--- src/rtl/arduino_uart_pkg.sv ---
// Shared types and command codes for the Arduino serial link and mode_select.
package arduino_uart_pkg;

    typedef enum logic [2:0] {
        IDLE,
        START,
        DATA,
        STOP,
        BREAK
    } rx_state_t;

    localparam logic [7:0] CMD_MANUAL = 8'h00;
    localparam logic [7:0] CMD_AUTO   = 8'hFF;

    // Sample point in the middle of the start bit, counted from its detection.
    function automatic int half_bit_count(input int clks_per_bit);
        return clks_per_bit / 2 - 1;
    endfunction

endpackage

--- src/rtl/sync_2ff.sv ---
// Two-flop synchroniser for asynchronous Arduino pins; the reset value matches
// the pin's idle level so no false edge appears on reset release.
module sync_2ff #(
    parameter logic RESET_VALUE = 1'b1
) (
    input  logic clk,
    input  logic rst_n,
    input  logic d,
    output logic q
);

    logic meta;

    always_ff @(posedge clk or negedge rst_n) begin
        if (!rst_n) begin
            meta <= RESET_VALUE;
            q    <= RESET_VALUE;
        end else begin
            meta <= d;
            q    <= meta;
        end
    end

endmodule

--- src/rtl/arduino_uart_rx.sv ---
// 8N1 receiver for the Arduino command link; holds the last good byte for mode_select.
//
// state | meaning
// IDLE  | line idle, waiting for a falling edge on rx_s
// START | counting to the start-bit midpoint to reject glitches
// DATA  | sampling 8 data bits LSB first at bit midpoints
// STOP  | counting to the stop-bit midpoint, then commit or flag error
// BREAK | stop bit was low; wait for the line to return high
module arduino_uart_rx
    import arduino_uart_pkg::*;
#(
    parameter int CLK_FREQ = 50_000_000,
    parameter int BAUD     = 9600
) (
    input  logic       clk,
    input  logic       rst_n,
    input  logic       uart_rx,
    output logic [7:0] arduino_command,
    output logic       cmd_valid,
    output logic       frame_error,
    output logic       busy
);

    localparam int CLKS_PER_BIT = CLK_FREQ / BAUD;
    localparam int CNT_W        = $clog2(CLKS_PER_BIT);
    localparam logic [CNT_W-1:0] HALF = CNT_W'(half_bit_count(CLKS_PER_BIT));
    localparam logic [CNT_W-1:0] LAST = CNT_W'(CLKS_PER_BIT - 1);

    generate
        if (CLKS_PER_BIT < 4) begin : g_baud_check
            $error("arduino_uart_rx: CLK_FREQ/BAUD must be at least 4");
        end
    endgenerate

    rx_state_t        state;
    rx_state_t        state_nxt;
    logic             rx_s;
    logic [CNT_W-1:0] cnt;
    logic [2:0]       bit_idx;
    logic [7:0]       shift_reg;
    logic             stop_sample;
    logic             cmd_load;
    logic             ferr_nxt;
    logic             busy_nxt;

    sync_2ff #(
        .RESET_VALUE (1'b1)
    ) u_rx_sync (
        .clk   (clk),
        .rst_n (rst_n),
        .d     (uart_rx),
        .q     (rx_s)
    );

    always_ff @(posedge clk or negedge rst_n) begin
        if (!rst_n) begin
            state <= IDLE;
        end else begin
            state <= state_nxt;
        end
    end

    always_comb begin
        state_nxt = state;
        case (state)
            IDLE:    if (!rx_s) state_nxt = START;
            START:   if (cnt == HALF) state_nxt = rx_s ? IDLE : DATA;
            DATA:    if (cnt == LAST && bit_idx == 3'd7) state_nxt = STOP;
            STOP:    if (cnt == LAST) state_nxt = rx_s ? IDLE : BREAK;
            BREAK:   if (rx_s) state_nxt = IDLE;
            default: state_nxt = IDLE;
        endcase
    end

    // Returning to IDLE at the stop midpoint leaves half a bit to catch the next start.
    always_comb begin
        stop_sample = (state == STOP) && (cnt == LAST);
        cmd_load    = stop_sample && rx_s;
        ferr_nxt    = stop_sample && !rx_s;
        busy_nxt    = (state_nxt != IDLE);
    end

    always_ff @(posedge clk or negedge rst_n) begin
        if (!rst_n) begin
            cnt       <= '0;
            bit_idx   <= '0;
            shift_reg <= '0;
        end else begin
            case (state)
                START: begin
                    if (cnt == HALF) begin
                        cnt     <= '0;
                        bit_idx <= '0;
                    end else begin
                        cnt <= cnt + CNT_W'(1);
                    end
                end
                DATA: begin
                    if (cnt == LAST) begin
                        shift_reg[bit_idx] <= rx_s;
                        bit_idx            <= bit_idx + 3'd1;
                        cnt                <= '0;
                    end else begin
                        cnt <= cnt + CNT_W'(1);
                    end
                end
                STOP: begin
                    if (cnt == LAST) begin
                        cnt <= '0;
                    end else begin
                        cnt <= cnt + CNT_W'(1);
                    end
                end
                default: begin
                    cnt     <= '0;
                    bit_idx <= '0;
                end
            endcase
        end
    end

    always_ff @(posedge clk or negedge rst_n) begin
        if (!rst_n) begin
            arduino_command <= CMD_MANUAL;
            cmd_valid       <= 1'b0;
            frame_error     <= 1'b0;
            busy            <= 1'b0;
        end else begin
            cmd_valid   <= cmd_load;
            frame_error <= ferr_nxt;
            busy        <= busy_nxt;
            if (cmd_load) begin
                arduino_command <= shift_reg;
            end
        end
    end

endmodule

--- config.mk ---
export PLATFORM = sky130hd
export DESIGN_NAME = arduino_uart_rx
export DESIGN_NICKNAME = d
export VERILOG_FILES = /design/src/rtl/arduino_uart_pkg.sv /design/src/rtl/sync_2ff.sv /design/src/rtl/arduino_uart_rx.sv
export SDC_FILE = /design/constraint.sdc
export NUM_CORES = 1
export LEC_CHECK = 0
export CORE_MARGIN = 5
export CORE_UTILIZATION = 57
export CTS_CLUSTER_DIAMETER = 50
export DETAILED_ROUTE_END_ITERATION = 7
export PLACE_DENSITY = 0.78
export RECOVER_POWER = 25
export SYNTH_ARGS = -nofsm -noshare
export SYNTH_HDL_FRONTEND = slang
export SYNTH_HIERARCHICAL = 1
export SYNTH_SLANG_ARGS = --single-unit
--- constraint.sdc ---
create_clock -name clk -period 2.57 [get_ports clk]
set_clock_uncertainty 0.1 [all_clocks]
set_input_delay 0.3855 -clock clk [delete_from_list [all_inputs] [get_ports clk]]
set_output_delay 0.3855 -clock clk [all_outputs]
set_load 0.03 [all_outputs]
==> flow_summary.rst <==
.. list-table::
   :header-rows: 1

   * - Metric
     - Value
   * - Status
     - finished, violations left
   * - Failing checks
     - capacitance limit, slew limit
   * - Power per unit of standard cell area
     - 483 mW/mm2
   * - Global-route wire length before repair
     - 5.88 mm
   * - Violation count after the first detailed-routing iteration
     - 103
   * - Vias in the first global route
     - 1332
   * - Slew Limit Fails
     - 41
   * - Initial antenna violation count
     - 0
   * - DR vias/cell
     - 5.69
   * - Non-filler instance count after layout
     - 222
   * - Endpoint kind of the worst setup timing path
     - flop
   * - Crit path time final
     - 2.39 ns
   * - Max FFs per register
     - 13
   * - TNS Setup
     - 0 ns
   * - Overall via count from detail_route
     - 1264
   * - Row count
     - 21
   * - Setup slack, reg-to-reg
     - 0.18 ns
   * - Setup-violating endpoint count in the final report
     - 0
   * - Unrepaired setup endpoints after global routing
     - no
   * - Post-place setup slack
     - 0.220 ns
   * - Post-synthesis cell count
     - 158
   * - Pin count of the biggest net entering global routing
     - 41
   * - CP Max Fanout
     - 11
   * - Placed wire-length estimate after detailed placement
     - 2.35 mm
   * - Cell Area, Synth
     - 0.00196 mm2
   * - Period utilisation layout
     - 92.9%
   * - Seq/Total Area, Yosys
     - 51.1%
   * - CTS clock-pin slew for the worst setup and hold paths
     - 0.12 ns
   * - Worst-case headroom to the max-slew limit
     - -36.1%
   * - Clock tree from TritonCTS
     - yes
   * - Hold Crit Class
     - flop to flop
   * - Leak Pwr
     - 0.987 nW
   * - Footprint of the flip-flops and latches
     - 0.00100 mm2
   * - Cell Area, Placed
     - 0.00212 mm2
   * - Worst setup slack after layout
     - 0.182 ns
   * - Layout cells sized above 1
     - 21.6%
   * - Area of combinational cells with multiple inputs
     - 897 um2
   * - Gr ovfl total
     - 0
   * - Post-synth cell types
     - 46
   * - Ports placed on the boundary
     - 14
   * - CTS H-Tree Depth
     - 2
   * - Avg Cell Area, Syn
     - 12.4 um2
   * - DRT Wirelength
     - 3.41 mm
   * - Total clock sinks
     - 40
   * - Number of instances resized during post-cts repair
     - 0
   * - DRC violations left
     - 0
   * - Buffer type at the clock tree root
     - sky130_fd_sc_hd__clkbuf_4
   * - Signal arrival time at the worst endpoint
     - 2.54 ns
   * - Hold-fix buffers at CTS
     - 0
   * - Number of max-capacitance violations reported
     - 1
   * - Final antenna diode count
     - 0
   * - Clock Latency Late Sink
     - 0.36 ns
   * - Area overhead of the layout relative to synthesis
     - 12.3%
   * - Buffers added on ports
     - 13
   * - Number of cells in the design after placement
     - 214
   * - Initial Utilization
     - 58.8%
   * - Post-route antenna net violation count
     - 0
   * - Final hold vios
     - 0
   * - Number of buffers inserted during clock tree synthesis
     - 5
   * - Critical path class
     - flop to flop
   * - Fmax achieved
     - 0.419 GHz
   * - Number of nets at the end of the flow
     - 181
   * - Critical Path RT
     - 2.73 ns
   * - Number of buffers inserted by post-CTS setup repair
     - 0
   * - Standard cell core area
     - 0.00334 mm2
   * - Average wire per cell in the routed design
     - 15.4 um
   * - Worst slew pin tran
     - 2.04 ns
   * - Final standard cell area without fillers
     - 0.00220 mm2
   * - Number of nets produced by synthesis
     - 164
   * - Synthesis warning total
     - 6
   * - Yosys reg bits
     - 40
   * - Die height
     - 68.7 um
   * - Number of fillers in the final layout
     - 252
   * - Worst vdd rail ir drop
     - 0.323 mV
   * - Area enclosed by the die boundary
     - 0.00471 mm2
   * - Die width
     - 68.7 um
   * - Weighted congestion at the end of routability-driven global placement
     - 0.869
   * - Maximum clock path buffer count
     - 2
   * - Global-route total usage across every layer
     - 17.3%
   * - Critical Path Source Type
     - flop
   * - Number of iterations in the first detailed-routing pass
     - 4
==> through the flow <==
stage	total power, mW	utilization [%]	hold WS [ns]
floorplan	0.648	-	-0.0101
global placement	0.662	63.7	0.250
detailed placement	0.663	63.7	0.252
CTS	1.07	66.1	0.0462
global route	1.10	66.0	0.270
finish	1.06	66.0	0.260
==> cell usage in the layout, fill, tap and decap left out, drive strengths merged, types with 3 or more instances in the layout <==
master          n
xnor2           9
nor3            6
ha              3
nand2           7
nand4           6
clkbuf          6
nand4b          4
nor2           17
dfrtp          38
mux2           17
clkdlybuf4s50  11
inv             5
nand3           7
buf             3
==> worst max-delay path: stages (launching register included) <==
cell                       delay, ns
sky130_fd_sc_hd__dfrtp_1        0.49
sky130_fd_sc_hd__or4b_4         0.60
sky130_fd_sc_hd__nor4_4         0.50
sky130_fd_sc_hd__and4bb_1       0.28
sky130_fd_sc_hd__mux2_1         0.31
==> path summary, 6_finish.rpt <==
check | start | endpoint | cells past startpoint
setup reg to reg | cnt[7] | shift_reg[4] | 4
min in group asynchronous | rst_n | state[2] | 1
hold reg to reg | u_rx_sync/meta | u_rx_sync/q | 0
hold / removal | u_rx_sync/meta | u_rx_sync/q | 0
max in group asynchronous | rst_n | arduino_command[3] | 1
setup / recovery | cnt[7] | shift_reg[4] | 4
==> cell families (layout without fill, tap and decap cells) <==
kind of cell | count (synthesis) | after routing | share of synthesized area [%]
AOI/OAI and AO/OA | 12 | 12 | 5.61
xor gates and xnor gates | 11 | 11 | 4.91
adders and majority gates | 3 | 3 | 1.91
buffers and inverters | 11 | 29 | 3.13
DFF | 40 | 40 | 51.1
muxes | 17 | 17 | 9.76
and+or+nand+nor | 64 | 64 | 23.5
==> where the power goes <==
group          switching [mW]  internal (mW)
Clock                   0.212          0.203
Sequential            0.00402          0.632
Combinational          0.0115        0.00144
Total                   0.227          0.836
==> final cells by class <==
cell class              instances  share of cell area [%]
well taps                      46                    2.61
clock inverters                 3                    1.93
inverters                       5                   0.852
clock buffers                   5                    1.70
flip-flops and latches         40                    45.5
multi-input cells             107                    40.7
repair buffers                 16                    6.64
==> per-layer routing <==
metal | vias to the layer above | wire [um] | track usage (%)
li1 | 601 | - | -
met1 | 627 | 1540 | 19.7
met2 | 28 | 1660 | 29.9
met3 | 8 | 163 | 5.35
met4 | 0 | 48 | 7.20
met5 | - | 0 | 0
==> cells in the mapped netlist (all sizes together) <==
library cell	instances	area, um2
nor4b	1	8.76
a31oi	1	6.26
nand2	7	26.3
nand4bb	1	27.5
nor3	6	41.3
nor2	17	88.8
xnor2	9	78.8
mux2	17	191
a221oi	1	8.76
and4bb	2	25.0
nor3b	1	7.51
nor4	2	27.5
or4b	1	13.8
o21ai	2	10.0
or3	2	17.5
nand3	7	35.0
nor2b	2	12.5
and2	1	6.26
ha	3	37.5
and3	2	13.8
a21oi	1	5.00
a32oi	1	27.5
xor2	2	17.5
a31o	1	8.76
nand4b	4	41.3
a22o	2	17.5
inv	5	18.8
o211ai	2	15.0
o41a	1	11.3
or3b	1	8.76
nand3b	1	7.51
clkbuf	2	7.51
dfstp	2	52.6
buf	4	35.0
dfrtp	38	951
nand4	6	52.6
Power figures use the tool's default switching activity.
==> patch, RTL diff (same settings) <==
Put one more register stage on the output `arduino_command`, with the module's reset. The value now appears one clock later. The other outputs are not delayed to match.
--- a/src/rtl/arduino_uart_rx.sv
+++ b/src/rtl/arduino_uart_rx.sv
@@ -26,4 +26,6 @@
     localparam logic [CNT_W-1:0] HALF = CNT_W'(half_bit_count(CLKS_PER_BIT));
     localparam logic [CNT_W-1:0] LAST = CNT_W'(CLKS_PER_BIT - 1);
+
+    logic [7:0] arduino_command_s0;
 
     generate
@@ -122,5 +124,5 @@
     always_ff @(posedge clk or negedge rst_n) begin
         if (!rst_n) begin
-            arduino_command <= CMD_MANUAL;
+            arduino_command_s0 <= CMD_MANUAL;
             cmd_valid       <= 1'b0;
             frame_error     <= 1'b0;
@@ -131,6 +133,14 @@
             busy        <= busy_nxt;
             if (cmd_load) begin
-                arduino_command <= shift_reg;
+                arduino_command_s0 <= shift_reg;
             end
+        end
+    end
+
+    always_ff @(posedge clk or negedge rst_n) begin
+        if (!rst_n) begin
+            arduino_command <= '0;
+        end else begin
+            arduino_command <= arduino_command_s0;
         end
     end
Behaviour: no difference found for any inputs over 10 cycles, from zero or initial values and one cycle with rst_n low; that may be too few to reach the edited logic, so the function may still have changed.
==> patch against the unedited design <==
First-iteration DRC count fell by 0.97%; sequential power rose by 20%; via count is 4.4% higher; wire length is 2.3% higher; worst setup slack improved by 0.25 ns; die area up 3.9%; sequential cell count rose by 8; final area increased by 4.8%; area after synthesis is 4.5% higher; count of clock-buffer cells in the layout rose by 1; total power increased by 8.6%; largest power group unchanged; highest routed layer unchanged.
==> patch: results (changes against the unedited design) <==
[synth]
synth_compound_area_share_pct = 4.027  ; -1.6 points
syn_nets = 174  ; +6.1%
synth_area_leaders = dfrtp_1 (56%), mux2_2 (8.8%), nor2_1 (4.0%)
syn_avg_cell_area_um2 = 12.21  ; -1.7%
synth_fa_ha_area_share_pct = 1.830  ; -0.083 points
synth_cell_types = 34  ; -26%
muxShareOfSynthArea_pct = 8.786  ; -0.97 points

[placement]
placedCellCount = 226  ; +5.6%
pre_cts_slack_ns = 0.4145  ; +0.1950 ns
gp_congestion = 0.9168  ; +5.5%
hpwl_um = 2437  ; +3.9%

[final_layout]
nNetsFinal = 194  ; +7.2%
final-seq-area_mm2 = 0.001204  ; +20%
fillers = 258  ; +2.4%
layout-drive-gt1-share_pct = 16.93  ; -4.7 points
seq_cells = 48  ; +20%

[pwr]
p_seq_uw = 761  ; +20%
leakage_uw = 0.001055  ; +6.9%

[setup_path]
crit_fanout = 9  ; -2
ff2ff_path_depth = 5  ; +1

[sta]
period_share_pct = 83.13  ; -9.8 points

[global_route]
grt_use_total_pct = 15.83  ; -1.5 points
grt_pass1_wl_um = 6072  ; +3.3%

[drt]
initialDrtViolationCount = 102  ; -0.97%
via_count = 1320  ; +4.4%

[status]
outcome = complete, no violations

[die]
die_w_um = 69.98  ; +1.9%

==> patch: cell count changes after synthesis, moves of 3 or more <==
cell,before,now
nor2_1,7,22
mux2_1,12,0
mux2_2,5,16
nor2_2,10,0
dfrtp_1,38,46
xnor2_1,9,4
xor2_1,2,7
a21oi_1,1,4
and4_1,0,3
nand4b_1,3,0
nor4bb_1,0,3
==> patch: layer usage <==
metal | GRT usage [%] | wire length (um) | part of all wire [%]
met3 | 5.739 | 132 | 3.8
met1 | 22.22 | 1681 | 48
met2 | 22.56 | 1600 | 46
met5 | 0 | 0 | 0
met4 | 5.745 | 73 | 2.1
==> patch: how the worst max path moves through the flow <==
stage | to | slack, ns
final | arduino_command_s0[1] | 0.43
after global routing | arduino_command_s0[2] | 0.25
after CTS | arduino_command_s0[1] | 0.40
after detailed placement | arduino_command_s0[4] | 0.41
after global placement | arduino_command_s0[5] | 0.54
after floorplan | busy | 0.65
